--- src/rtl/sprite_blit_ctrl.sv ---
// Sprite blitter: copies a 64x64 1bpp sprite from ROM into the frame-buffer SPRAM
// and arbitrates the SPRAM port, giving display reads absolute priority.
module sprite_blit_ctrl #(
  parameter int unsigned FB_STRIDE   = 40,
  parameter int unsigned FB_ROWS     = 400,
  parameter int unsigned ROM_LAT     = 2,
  parameter int unsigned SPR_WORDS_X = 4,
  parameter int unsigned SPR_ROWS    = 64
) (
  input  logic        i_clk,
  input  logic        i_reset,
  input  logic        i_start,
  input  logic [1:0]  i_sprite_sel,
  input  logic [5:0]  i_dst_wx,
  input  logic [8:0]  i_dst_y,
  output logic        o_busy,
  output logic        o_done,
  output logic [1:0]  o_rom_sel,
  output logic [7:0]  o_rom_addr,
  input  logic [15:0] i_rom_dout,
  input  logic        i_disp_req,
  input  logic [13:0] i_disp_addr,
  output logic [15:0] o_disp_data,
  output logic        o_disp_valid,
  output logic        o_ram_wr_en,
  output logic [13:0] o_ram_addr,
  output logic [15:0] o_ram_din,
  input  logic [15:0] i_ram_dout
);

  localparam int unsigned ROW_W  = $clog2(SPR_ROWS);
  localparam int unsigned COL_W  = $clog2(SPR_WORDS_X);
  localparam int unsigned WAIT_W = (ROM_LAT > 2) ? $clog2(ROM_LAT) : 1;
  localparam int unsigned AW     = 16;

  typedef enum logic [2:0] {
    S_IDLE,
    S_CLIPCHK,
    S_FETCH,
    S_WAIT,
    S_WRITE,
    S_FIN
  } state_t;

  state_t              r_state;
  logic [ROW_W-1:0]    r_row;
  logic [COL_W-1:0]    r_col;
  logic [WAIT_W-1:0]   r_wait;
  logic [1:0]          r_sel;
  logic [5:0]          r_wx;
  logic [8:0]          r_y;
  logic                r_busy;
  logic                r_done;
  logic [7:0]          r_rom_addr;
  logic                r_disp_valid;

  logic                w_clip;
  logic                w_advance;
  logic                w_col_last;
  logic                w_last;
  logic [13:0]         w_blit_addr;
  logic [7:0]          w_rom_addr;

  // Destination coordinates are widened so off-screen positions never wrap.
  assign w_clip = ((AW'(r_y) + AW'(r_row)) >= AW'(FB_ROWS)) ||
                  ((AW'(r_wx) + AW'(r_col)) >= AW'(FB_STRIDE));

  assign w_blit_addr = 14'((AW'(r_y) + AW'(r_row)) * AW'(FB_STRIDE) + AW'(r_wx) + AW'(r_col));
  assign w_rom_addr  = 8'(AW'(r_row) * AW'(SPR_WORDS_X) + AW'(r_col));

  assign w_col_last = (r_col == COL_W'(SPR_WORDS_X - 1));
  assign w_last     = w_col_last && (r_row == ROW_W'(SPR_ROWS - 1));
  assign w_advance  = ((r_state == S_CLIPCHK) && w_clip) ||
                      ((r_state == S_WRITE) && !i_disp_req);

  always_ff @(posedge i_clk) begin
    if (i_reset) begin
      r_state      <= S_IDLE;
      r_row        <= '0;
      r_col        <= '0;
      r_wait       <= '0;
      r_sel        <= '0;
      r_wx         <= '0;
      r_y          <= '0;
      r_busy       <= 1'b0;
      r_done       <= 1'b0;
      r_rom_addr   <= '0;
      r_disp_valid <= 1'b0;
    end else begin
      r_done       <= 1'b0;
      r_disp_valid <= i_disp_req;
      case (r_state)
        S_IDLE: begin
          if (i_start) begin
            r_sel   <= i_sprite_sel;
            r_wx    <= i_dst_wx;
            r_y     <= i_dst_y;
            r_row   <= '0;
            r_col   <= '0;
            r_busy  <= 1'b1;
            r_state <= S_CLIPCHK;
          end
        end
        S_CLIPCHK: begin
          if (!w_clip) begin
            r_state <= S_FETCH;
          end
        end
        S_FETCH: begin
          r_rom_addr <= w_rom_addr;
          r_wait     <= WAIT_W'(ROM_LAT - 1);
          r_state    <= S_WAIT;
        end
        S_WAIT: begin
          if (r_wait == '0) begin
            r_state <= S_WRITE;
          end else begin
            r_wait <= r_wait - WAIT_W'(1);
          end
        end
        S_WRITE: begin
          // Display owns the port while it requests; the blit word waits here.
        end
        S_FIN: begin
          r_state <= S_IDLE;
        end
        default: begin
          r_state <= S_IDLE;
        end
      endcase

      // Word finished (written or clipped): step the sprite raster.
      if (w_advance) begin
        if (w_last) begin
          r_row   <= '0;
          r_col   <= '0;
          r_busy  <= 1'b0;
          r_done  <= 1'b1;
          r_state <= S_FIN;
        end else begin
          r_state <= S_CLIPCHK;
          if (w_col_last) begin
            r_col <= '0;
            r_row <= r_row + ROW_W'(1);
          end else begin
            r_col <= r_col + COL_W'(1);
          end
        end
      end
    end
  end

  assign o_busy       = r_busy;
  assign o_done       = r_done;
  assign o_rom_sel    = r_sel;
  assign o_rom_addr   = r_rom_addr;
  assign o_disp_valid = r_disp_valid;
  assign o_disp_data  = i_ram_dout;

  // Port arbitration: display read wins, blit write only when the port is free.
  assign o_ram_wr_en = (r_state == S_WRITE) && !i_disp_req;
  assign o_ram_addr  = i_disp_req ? i_disp_addr : (r_busy ? w_blit_addr : '0);
  assign o_ram_din   = (r_state == S_WRITE) ? i_rom_dout : '0;

endmodule

--- config.mk ---
export PLATFORM = sky130hd
export DESIGN_NAME = sprite_blit_ctrl
export DESIGN_NICKNAME = d
export VERILOG_FILES = /design/src/rtl/sprite_blit_ctrl.sv
export SDC_FILE = /design/constraint.sdc
export NUM_CORES = 1
export LEC_CHECK = 0
export ABC_AREA = 1
export CAP_MARGIN = 20
export CORE_MARGIN = 10
export CORE_UTILIZATION = 48
export DETAILED_ROUTE_END_ITERATION = 8
export PLACE_DENSITY_LB_ADDON = 0.1
export REMOVE_ABC_BUFFERS = 1
export SKIP_CTS_REPAIR_TIMING = 1
export SYNTH_ARGS = -nofsm -noshare
export SYNTH_HDL_FRONTEND = slang
export SYNTH_SLANG_ARGS = --single-unit
--- constraint.sdc ---
create_clock -name i_clk -period 6.9 [get_ports i_clk]
set_input_delay 0.69 -clock i_clk [delete_from_list [all_inputs] [get_ports i_clk]]
set_output_delay 0.69 -clock i_clk [all_outputs]
set_load 0.03 [all_outputs]
==> summary.md <==
| Metric | Value |
|---|---|
| Worst relative slew slack | 33.1% |
| Die height | 103 um |
| Top cells by area, synth | dfxtp_1 24%, ha_1 11%, nand2_1 10% |
| Max Fclk | 191 MHz |
| Maximum VDD drop | 0.202 mV |
| Ys flop type | dfxtp_1 |
| Initial Util | 49.2% |
| Post-synthesis compound-gate area fraction | 16.0% |
| Depth of the CTS H-tree | 2 |
| Worst-Margin Slew | 1.00 ns |
| GR Overflow Total | 0 |
| GP Congestion | 0.834 |
| Post-synth EDFFs | 0 |
| Worst Skew | 0.00660 ns |
| Die ar. | 10700 um2 |
| Distinct cells, synth | 41 |
| Drt wl/cell | 13.6 um |
| Nets | 680 |
| Multiplexer share of the synthesized area | 0% |
| Clock Pin Slew Worst Setup and Hold Paths | 0.08 ns |
| Crit path time final | 5.24 ns |
| Reg2Reg Depth | 16 |
| I/O pins | 127 |
| Max-slew violations | 0 |
| Worst Path Required | 6.21 ns |
| Antenna violations before repair | 0 |
| Hold path endpoint | r_wait |
| Critical path peak fanout | 5 |
| Most frequent cells in the layout | 94 x clkdlybuf4s50_1, 90 x nand2_1, 87 x inv_1, 70 x nor2_1, 40 x dfxtp_1 |
| Adder-Cell Fraction of Synth Area | 12.3% |
| Hold Crit Class | reg -> reg |
| Clock Root Buffer | clkbuf_8 |
| Xor/xnor cell area share of the yosys netlist | 3.43% |
| Yosys warnings | 0 |
| Worst reg2reg path startpoint | r_row[0] |
| Hold Path Origin | r_wait |
| CP Launch Type | register |
| DRC | 0 |
| Dpl cells | 655 |
| Worst-Skew Late Latency | 0.29 ns |
| Gr usage total | 16.9% |
| DRT iter0 DRCs | 124 |
| Final setup viols | 0 |
| Layout area overhead | 29.1% |
| Arr. time, crit path | 4.55 ns |
| Max cap viols | 0 |
| Synthesized area | 3320 um2 |
| Vias in the first global route | 3257 |
| Status | finished clean |
| Top cell type's share of synthesized area | 24.1% |
| Largest family of logic cells by synthesized area | simple AND/OR/NAND/NOR gates |
| Flop and latch count out of synthesis | 40 |
| Vias per inst | 5.05 |
| Commonest non-fill, non-tap cell in the layout | clkdlybuf4s50_1 |
| Final HPWL DP | 7.17 mm |
| CP Class | reg -> out |
| Inserted Diodes | 0 |
| Rows | 30 |
| Reg2reg setup slack | 4.34 ns |
| Final wirelength | 9.05 mm |
| Hold depth | 2 |
| Setup TNS | 0 ns |
| Largest net degree at the start of global routing | 33 |
| Synth Area in Simple Gates | 28.3% |
| Pleak | 2.04 nW |
| Antenna viol nets, final | 0 |
| Synth Area per Inst | 6.50 um2 |
| Area leader, netlist | dfxtp_1 |
| Asr flop ratio synth | 0% |
| Fin. Hold Viols | 0 |
| P per Cell Area | 303 nW/um2 |
| CTS Buffer Depth | 2 |
| Port-buffer cells | 94 |
| Die Wd | 103 um |
| Crit path capture type | output port |
| Post-Synthesis Cells | 511 |
| TritonRoute pass-1 iters | 4 |
| TritonCTS Buffers | 5 |
| Sequential area share after synthesis | 24.1% |
| Via count | 3346 |
| Tcrit/Tclk final | 76.0% |
| R2r endpoint | r_state[2] |
| CTS sink cnt | 40 |
| CTS tree | built |
| Fin cells | 663 |
| Layout cells sized above 1 | 5.15% |
| Core ar. | 6760 um2 |
| RSZ-0062 raised after global routing | false |
| First-pass GRT wire length | 14.8 mm |
through the flow:
step	setup WS (ns)	utilization (%)	hold WS [ns]	power, W	area [um2]
2_1_floorplan	2.71	-	0.434	0.000865	3130
3_5_place_dp	1.99	61.9	0.458	0.00111	4180
5_1_grt	1.28	63.5	0.488	0.00141	4290
4_1_cts	1.64	63.5	0.469	0.00131	4290
6_report	1.66	63.5	0.464	0.00130	4290
3_3_place_gp	2.14	61.9	0.453	0.00110	4180
Yosys cell counts (5+ instances only):
library cell and instances:
nand3_1 21, nand2_1 90, clkbuf_1 8, buf_4 16
o21ai_0 39, dfxtp_1 40, nor2_1 70, inv_1 87
xnor2_1 7, nor3_1 6, nand4_1 7, nor2_2 5
a21oi_1 34, ha_1 28, xor2_1 6
worst max-delay path by stage:
stage | to | cells past startpoint | from | slack [ns]
6_report | o_ram_addr[12] | 22 | r_row[0] | 1.66
5_1_grt | o_ram_addr[12] | 22 | r_row[0] | 1.28
4_1_cts | o_ram_addr[12] | 22 | r_row[0] | 1.64
3_5_place_dp | o_ram_addr[12] | 22 | r_row[0] | 1.99
3_3_place_gp | o_ram_addr[12] | 22 | r_row[0] | 2.14
2_1_floorplan | o_ram_addr[11] | 19 | r_row[0] | 2.71
state kept, by name, indices dropped and copies added, names as in the netlist:
register and flops:
r_col 2, o_rom_sel 2, r_wx 6, o_disp_valid 1, o_busy 1, o_rom_addr 8
r_state 3, r_y 9, r_wait 1, r_row 6, o_done 1
worst max-delay path, stage by stage (launching register included):
cell	delay, ns
dfxtp_1	0.42
ha_1	0.21
inv_1	0.06
fa_1	0.40
inv_1	0.07
nand2_1	0.05
nand2_1	0.09
nand2_1	0.07
xor2_1	0.17
inv_1	0.09
ha_1	0.31
inv_1	0.07
fa_1	0.54
nor3_1	0.21
nand2_1	0.07
o31ai_1	0.09
nand2_1	0.13
nor2_1	0.15
nand3_1	0.10
a21oi_1	0.16
o21ai_1	0.08
nand2_1	0.05
clkdlybuf4s50_1	0.66
where the power goes:
part	internal, W	leakage [nW]	switching, W
combinational	0.000294	1.65	0.000478
sequential	0.000293	0.328	0.0000441
clock	0.000107	0.0541	0.0000847
total	0.000694	2.04	0.000607
area by class of cell:
cell class / count / area [um2]
clock inverter: 3 / 42.5
multi-input combinational: 351 / 2000
timing repair buffer: 95 / 948
inverter: 89 / 334
fill: 634 / 2460
clock buffer: 5 / 68.8
sequential: 40 / 801
tap: 80 / 100
cell families (layout without fill, tap and decap cells):
group / after synthesis / in the layout
AND/OR/NAND/NOR: 214 / 214
buffers and inverters: 120 / 192
AO/OA/AOI/OAI: 93 / 93
flip-flops: 40 / 40
adder cells (fa/ha/maj): 31 / 31
XOR/XNOR: 13 / 13
metal layers:
layer	up-vias	routed length [um]	global-route usage [%]
met2	83	4580	30.8
met5	-	0	0
met3	12	585	5.05
met1	1502	3740	18.5
li1	1749	-	-
met4	0	141	4.60
No activity file was read; power rests on OpenSTA's default activity.
